File: config.mk
export PLATFORM = sky130hd
export DESIGN_NAME = multicycle_ctrl
export DESIGN_NICKNAME = d
export VERILOG_FILES = /design/src/rtl/ctrl_pkg.sv /design/src/rtl/instr_dec.sv /design/src/rtl/multicycle_ctrl.sv
export SDC_FILE = /design/constraint.sdc
export NUM_CORES = 1
export LEC_CHECK = 0
export CAP_MARGIN = 20
export CORE_MARGIN = 4
export CORE_UTILIZATION = 42
export CTS_BUF_LIST = sky130_fd_sc_hd__clkbuf_2 sky130_fd_sc_hd__clkbuf_4 sky130_fd_sc_hd__clkbuf_8
export DETAILED_ROUTE_END_ITERATION = 10
export PLACE_DENSITY_LB_ADDON = 0.08
export SLEW_MARGIN = 5
export SYNTH_ARGS = -nofsm -noshare
export SYNTH_HDL_FRONTEND = slang
export SYNTH_SLANG_ARGS = --single-unit
File: constraint.sdc
create_clock -name clk -period 4.25 [get_ports clk]
set_clock_uncertainty 0.15 [all_clocks]
set_input_delay 0.85 -clock clk [delete_from_list [all_inputs] [get_ports clk]]
set_output_delay 0.85 -clock clk [all_outputs]
set_load 0.02 [all_outputs]
File: src/rtl/ctrl_pkg.sv
// Shared types and constants for the multicycle RISC-V controller:
// FSM state encoding, opcode values and datapath mux-select codes.
package ctrl_pkg;

  typedef enum logic [3:0] {
    S_FETCH    = 4'd0,
    S_DECODE   = 4'd1,
    S_MEMADR   = 4'd2,
    S_MEMREAD  = 4'd3,
    S_MEMWB    = 4'd4,
    S_MEMWRITE = 4'd5,
    S_EXECR    = 4'd6,
    S_EXECI    = 4'd7,
    S_ALUWB    = 4'd8,
    S_BEQ      = 4'd9,
    S_JAL      = 4'd10,
    S_JALR     = 4'd11,
    S_JALRLINK = 4'd12
  } state_t;

  localparam logic [6:0] OP_R      = 7'd51;
  localparam logic [6:0] OP_LOAD   = 7'd3;
  localparam logic [6:0] OP_IALU   = 7'd19;
  localparam logic [6:0] OP_STORE  = 7'd35;
  localparam logic [6:0] OP_BRANCH = 7'd99;
  localparam logic [6:0] OP_JAL    = 7'd111;
  localparam logic [6:0] OP_JALR   = 7'd103;

  localparam logic [1:0] RES_ALUOUT    = 2'b00;
  localparam logic [1:0] RES_DATA      = 2'b01;
  localparam logic [1:0] RES_ALURESULT = 2'b10;

  localparam logic [1:0] SRCA_PC    = 2'b00;
  localparam logic [1:0] SRCA_OLDPC = 2'b01;
  localparam logic [1:0] SRCA_RD1   = 2'b10;

  localparam logic [1:0] SRCB_RD2  = 2'b00;
  localparam logic [1:0] SRCB_IMM  = 2'b01;
  localparam logic [1:0] SRCB_FOUR = 2'b10;

  localparam logic [1:0] ALUOP_ADD   = 2'b00;
  localparam logic [1:0] ALUOP_SUB   = 2'b01;
  localparam logic [1:0] ALUOP_FUNCT = 2'b10;

  localparam logic [1:0] IMM_I = 2'b00;
  localparam logic [1:0] IMM_S = 2'b01;
  localparam logic [1:0] IMM_B = 2'b10;
  localparam logic [1:0] IMM_J = 2'b11;

endpackage

File: src/rtl/instr_dec.sv
// Opcode lookup: immediate format and the state that follows DECODE.
// Unsupported opcodes return to FETCH and are flagged illegal.
module instr_dec
  import ctrl_pkg::*;
(
  input  logic [6:0] opcode,
  output logic [1:0] imm_src,
  output state_t     dec_next,
  output logic       dec_illegal
);

  // opcode -> immediate format, post-DECODE state, illegal flag
  always_comb begin
    imm_src     = IMM_I;
    dec_next    = S_FETCH;
    dec_illegal = 1'b0;
    case (opcode)
      OP_LOAD:   dec_next = S_MEMADR;
      OP_STORE:  begin
        imm_src  = IMM_S;
        dec_next = S_MEMADR;
      end
      OP_R:      dec_next = S_EXECR;
      OP_IALU:   dec_next = S_EXECI;
      OP_BRANCH: begin
        imm_src  = IMM_B;
        dec_next = S_BEQ;
      end
      OP_JAL:    begin
        imm_src  = IMM_J;
        dec_next = S_JAL;
      end
      OP_JALR:   dec_next = S_JALR;
      default:   dec_illegal = 1'b1;
    endcase
  end

endmodule

File: src/rtl/multicycle_ctrl.sv
// Multicycle RISC-V controller: state register plus per-state decode of the
// datapath enables and mux selects. Enables are gated by rst and mem_ready.
module multicycle_ctrl
  import ctrl_pkg::*;
#(
  parameter int STATE_W = 4
) (
  input  logic               clk,
  input  logic               rst,
  input  logic [6:0]         opcode,
  input  logic               Zero,
  input  logic               mem_ready,
  output logic               PCWrite,
  output logic               AdrSrc,
  output logic               MemWrite,
  output logic               IRWrite,
  output logic [1:0]         ResultSrc,
  output logic [1:0]         ALUSrcA,
  output logic [1:0]         ALUSrcB,
  output logic [1:0]         ALUOp,
  output logic [1:0]         ImmSrc,
  output logic               RegWrite,
  output logic               retire,
  output logic               illegal,
  output logic [STATE_W-1:0] state_dbg
);

  state_t state_r;
  state_t dec_next_s;
  logic   dec_illegal_s;
  logic   pc_update_s;
  logic   branch_s;

  instr_dec u_dec (
    .opcode      (opcode),
    .imm_src     (ImmSrc),
    .dec_next    (dec_next_s),
    .dec_illegal (dec_illegal_s)
  );

  // state register and next-state sequencing
  always_ff @(posedge clk) begin
    if (rst) begin
      state_r <= S_FETCH;
    end else begin
      case (state_r)
        S_FETCH:    state_r <= mem_ready ? S_DECODE : S_FETCH;
        S_DECODE:   state_r <= dec_next_s;
        S_MEMADR: begin
          if (opcode == OP_LOAD)       state_r <= S_MEMREAD;
          else if (opcode == OP_STORE) state_r <= S_MEMWRITE;
          else                         state_r <= S_FETCH;
        end
        S_MEMREAD:  state_r <= mem_ready ? S_MEMWB : S_MEMREAD;
        S_MEMWB:    state_r <= S_FETCH;
        S_MEMWRITE: state_r <= mem_ready ? S_FETCH : S_MEMWRITE;
        S_EXECR:    state_r <= S_ALUWB;
        S_EXECI:    state_r <= S_ALUWB;
        S_ALUWB:    state_r <= S_FETCH;
        S_BEQ:      state_r <= S_FETCH;
        S_JAL:      state_r <= S_ALUWB;
        S_JALR:     state_r <= S_JALRLINK;
        S_JALRLINK: state_r <= S_ALUWB;
        default:    state_r <= S_FETCH;
      endcase
    end
  end

  // per-state control decode; rst shows FETCH selects with every enable low
  always_comb begin
    AdrSrc      = 1'b0;
    MemWrite    = 1'b0;
    IRWrite     = 1'b0;
    ResultSrc   = RES_ALUOUT;
    ALUSrcA     = SRCA_PC;
    ALUSrcB     = SRCB_RD2;
    ALUOp       = ALUOP_ADD;
    RegWrite    = 1'b0;
    retire      = 1'b0;
    illegal     = 1'b0;
    pc_update_s = 1'b0;
    branch_s    = 1'b0;
    if (rst) begin
      ALUSrcB   = SRCB_FOUR;
      ResultSrc = RES_ALURESULT;
    end else begin
      case (state_r)
        S_FETCH: begin
          ALUSrcB     = SRCB_FOUR;
          ResultSrc   = RES_ALURESULT;
          IRWrite     = mem_ready;
          pc_update_s = mem_ready;
        end
        S_DECODE: begin
          ALUSrcA = SRCA_OLDPC;
          ALUSrcB = SRCB_IMM;
          illegal = dec_illegal_s;
        end
        S_MEMADR: begin
          ALUSrcA = SRCA_RD1;
          ALUSrcB = SRCB_IMM;
        end
        S_MEMREAD:  AdrSrc = 1'b1;
        S_MEMWB: begin
          ResultSrc = RES_DATA;
          RegWrite  = 1'b1;
          retire    = 1'b1;
        end
        S_MEMWRITE: begin
          AdrSrc   = 1'b1;
          MemWrite = 1'b1;
          retire   = mem_ready;
        end
        S_EXECR: begin
          ALUSrcA = SRCA_RD1;
          ALUOp   = ALUOP_FUNCT;
        end
        S_EXECI: begin
          ALUSrcA = SRCA_RD1;
          ALUSrcB = SRCB_IMM;
          ALUOp   = ALUOP_FUNCT;
        end
        S_ALUWB: begin
          RegWrite = 1'b1;
          retire   = 1'b1;
        end
        S_BEQ: begin
          ALUSrcA  = SRCA_RD1;
          ALUOp    = ALUOP_SUB;
          branch_s = 1'b1;
          retire   = 1'b1;
        end
        S_JAL: begin
          ALUSrcA     = SRCA_OLDPC;
          ALUSrcB     = SRCB_FOUR;
          pc_update_s = 1'b1;
        end
        S_JALR: begin
          ALUSrcA     = SRCA_RD1;
          ALUSrcB     = SRCB_IMM;
          ResultSrc   = RES_ALURESULT;
          pc_update_s = 1'b1;
        end
        S_JALRLINK: begin
          ALUSrcA = SRCA_OLDPC;
          ALUSrcB = SRCB_FOUR;
        end
        default: begin
          AdrSrc = 1'b0;
        end
      endcase
    end
  end

  assign PCWrite   = pc_update_s | (branch_s & Zero);
  assign state_dbg = STATE_W'(state_r);

endmodule

==> impl_results.md <==
* Yosys top cell area share at 13.7%
* Crit path time final at 3.64 ns
* Fin nets at 133
* Max-slew violations at 0
* GR Util All Layers at 20.6%
* Synth Area in Compound Gates at 30.6%
* Number of top-level pins at 32
* Die Width at 45.3 um
* Pre-Repair DR Iteration Count at 4
* Setup TNS at 0 ns
* Kind of critical path: input pin to primary output
* Area of the multi-input gates at 468 um^2
* Clock buffer depth at 2
* Antenna violations before repair at 0
* Max FFs per register at 4
* Worst Setup End Kind: primary output
* CTS resizes at 0
* Die area at 2060 um^2
* Cell Count, Final, Fillers Out at between 100 and 150
* Vias/cell at 5.82
* Congestion Overflow GR at 0
* Worst-Margin Slew at 0.651 ns
* CTS Buf Count at 3
* Routed Antenna Nets at 0
* Most frequent cells in the layout: clkdlybuf4s50_1, nor2_1, nand2_1, nor3_1, a21oi_1
* Clock latency on the worst-skew pair at 0.24 ns
* Pwr Density at around 150 nW/um^2
* Maximum VDD drop at 0.194 mV
* First-pass GRT wire length at 3.14 mm
* Final setup vio count at 0
* Global placer's final weighted congestion at roughly 0.83
* Cells after DPL at 132
* Most common cell after layout, fill and taps aside: clkdlybuf4s50_1
* Synth Area per Inst at approximately 6.5 um^2
* Largest family of logic cells by synthesized area: simple AND/OR/NAND/NOR gates
* Synth Cell Area at 586 um^2
* Worst hold path class: flip-flop to flip-flop
* Cell Rows at 13
* DRC violations left at 0
* Detailed-route via count at 786
* Gate Count Post-Synth at 90
* Fillcell total at 121
* Sequential fraction of the synthesis area at between 10 and 15%
* Share of cells above drive strength 1 at approximately 6%
* MaxCap Viol Count at 0
* Total power at 0.138 mW
* F_max at 275 MHz
* Post-DR wirelength/cell at 14.1 um
* Mapped Nets at 101
* IO Port Bufs at 31
* Ant. Diodes at 0
* Clock-pin slew on the worst setup and hold paths at around 0.040 ns
* Register area at 80.1 um^2
* Synth unique cells at 35
* Max-slew headroom at 56.5%
* H-tree depth at 1
* Adder-cell share of the synthesized area at 0%
* Postcts setup bufs at 0
* Root Buffer: clkbuf_4
* Worst EP required at ~3.3 ns
* Final Util at between 70% and 80%
* Hold buffer count at cts at 0
* Synth Register Bits at 4
* Area grow syn2layout at 58.8%
* P_leak at 0.318 nW
* Startpoint Class: input pin
* Final hold vios at 0
* Maximum fanout along the worst path at 4
* Simple-gate portion of the synthesized area at between 40% and 50%
* Leading post-synthesis cells by cell area: dfxtp_1, nor2_1, nor3_1, a31oi_1, a21oi_1
* Final wirelength at 1.91 mm
* Final HPWL from detailed placement at 1.43 mm
* Worst EP arrival at 2.64 ns
* Vias in the first global route at 708
* CTS tree: built
* Starting Density at 45.0%
* Cell taking the most area after synthesis: dfxtp_1
* XOR/XNOR Fraction of Synth Area at around 3%
* Mux cell area share after synthesis at 1.71%
* Period utilisation layout at 85.7%
* Yosys warns at 0
* Sink Count at 4
* Pin count of the biggest net entering global routing at 21
* Status: complete, no violations
* RSZ-0062 raised after global routing: no
* Iter 0 DRT Violations at 12
* Core area at about 1300 um^2
* DIE HEIGHT at 45.3 um
==> Yosys cell counts <==
cell type and number:
nand3_1 2, and3_1 4, nor2_1 10, o21ai_0 1, or3_1 1, and4_1 1, nand2_1 7, a22o_1 1
o211ai_1 3, a21boi_0 1, o21a_1 2, buf_1 2, dfxtp_1 4, mux2i_1 1, a311o_1 1, and2b_1 1
a21oi_1 6, nor2b_1 4, a211oi_1 1, or3b_1 1, o21bai_1 1, or4b_1 1, nand2b_1 1, nor3_1 7
nor4_1 4, a31oi_1 5, or2_2 1, a2111oi_2 1, o311a_1 1, clkbuf_1 4, nor4b_1 1, a32oi_1 1
inv_1 4, xnor2_1 2, nand3b_1 2
==> critical path: stages <==
cell and delay, ns:
clkdlybuf4s50_1 0.52, nor2b_1 0.29, and3_1 0.23, a22o_1 0.15, clkdlybuf4s50_1 0.60
==> per-layer routing <==
metal | part of all wire (%) | track usage, % | wire length [um] | vias up
met5 | 0 | 0 | 0 | -
met1 | 42 | 24.8 | 800 | 352
met3 | 5.2 | 3.59 | 100 | 4
met2 | 51 | 34.7 | 974 | 26
met4 | 1.6 | 9.94 | 30 | 0
li1 | - | - | - | 404
==> metrics by stage <==
stage,cell area [um^2],setup slack (ns),hold slack (ns)
CTS,930,0.596,0.677
global placement,907,0.661,0.697
global route,930,0.493,0.732
finish,930,0.609,0.688
detailed placement,907,0.599,0.666
floorplan,586,1.50,0.653
==> cell type report <==
class	count	area share, %
Multi-Input combinational cell	76	50.3
Timing Repair Buffer	33	35.0
Sequential cell	4	8.61
Clock buffer	3	2.42
Tap cell	15	2.02
Inverter	4	1.62
==> worst paths after layout <==
check | from | endpoint | slack, ns | cells after the start
setup / recovery | opcode[5] | ImmSrc[0] | 0.61 | 5
hold / removal | state_dbg[3]$_SDFF_PP0_ | state_dbg[2]$_SDFF_PP0_ | 0.69 | 2
setup reg to reg | state_dbg[0]$_SDFF_PP0_ | state_dbg[3]$_SDFF_PP0_ | 2.23 | 3
hold reg to reg | state_dbg[3]$_SDFF_PP0_ | state_dbg[2]$_SDFF_PP0_ | 0.69 | 2
==> cell families (layout without fill, tap and decap cells) <==
kind of cell | count (synthesis) | count (layout)
AND/OR/NAND/NOR | 48 | 48
AO/OA/AOI/OAI | 25 | 25
buffers and inverters | 10 | 40
flip-flops | 4 | 4
XOR/XNOR | 2 | 2
multiplexers | 1 | 1
==> where the power goes <==
group	switching (mW)	internal [mW]	leakage [nW]	total, mW
sequential	0.00303	0.0384	0.0325	0.0414
combinational	0.0227	0.0240	0.272	0.0467
clock	0.0182	0.0318	0.0138	0.0500
(Power assumes the default switching activity.)
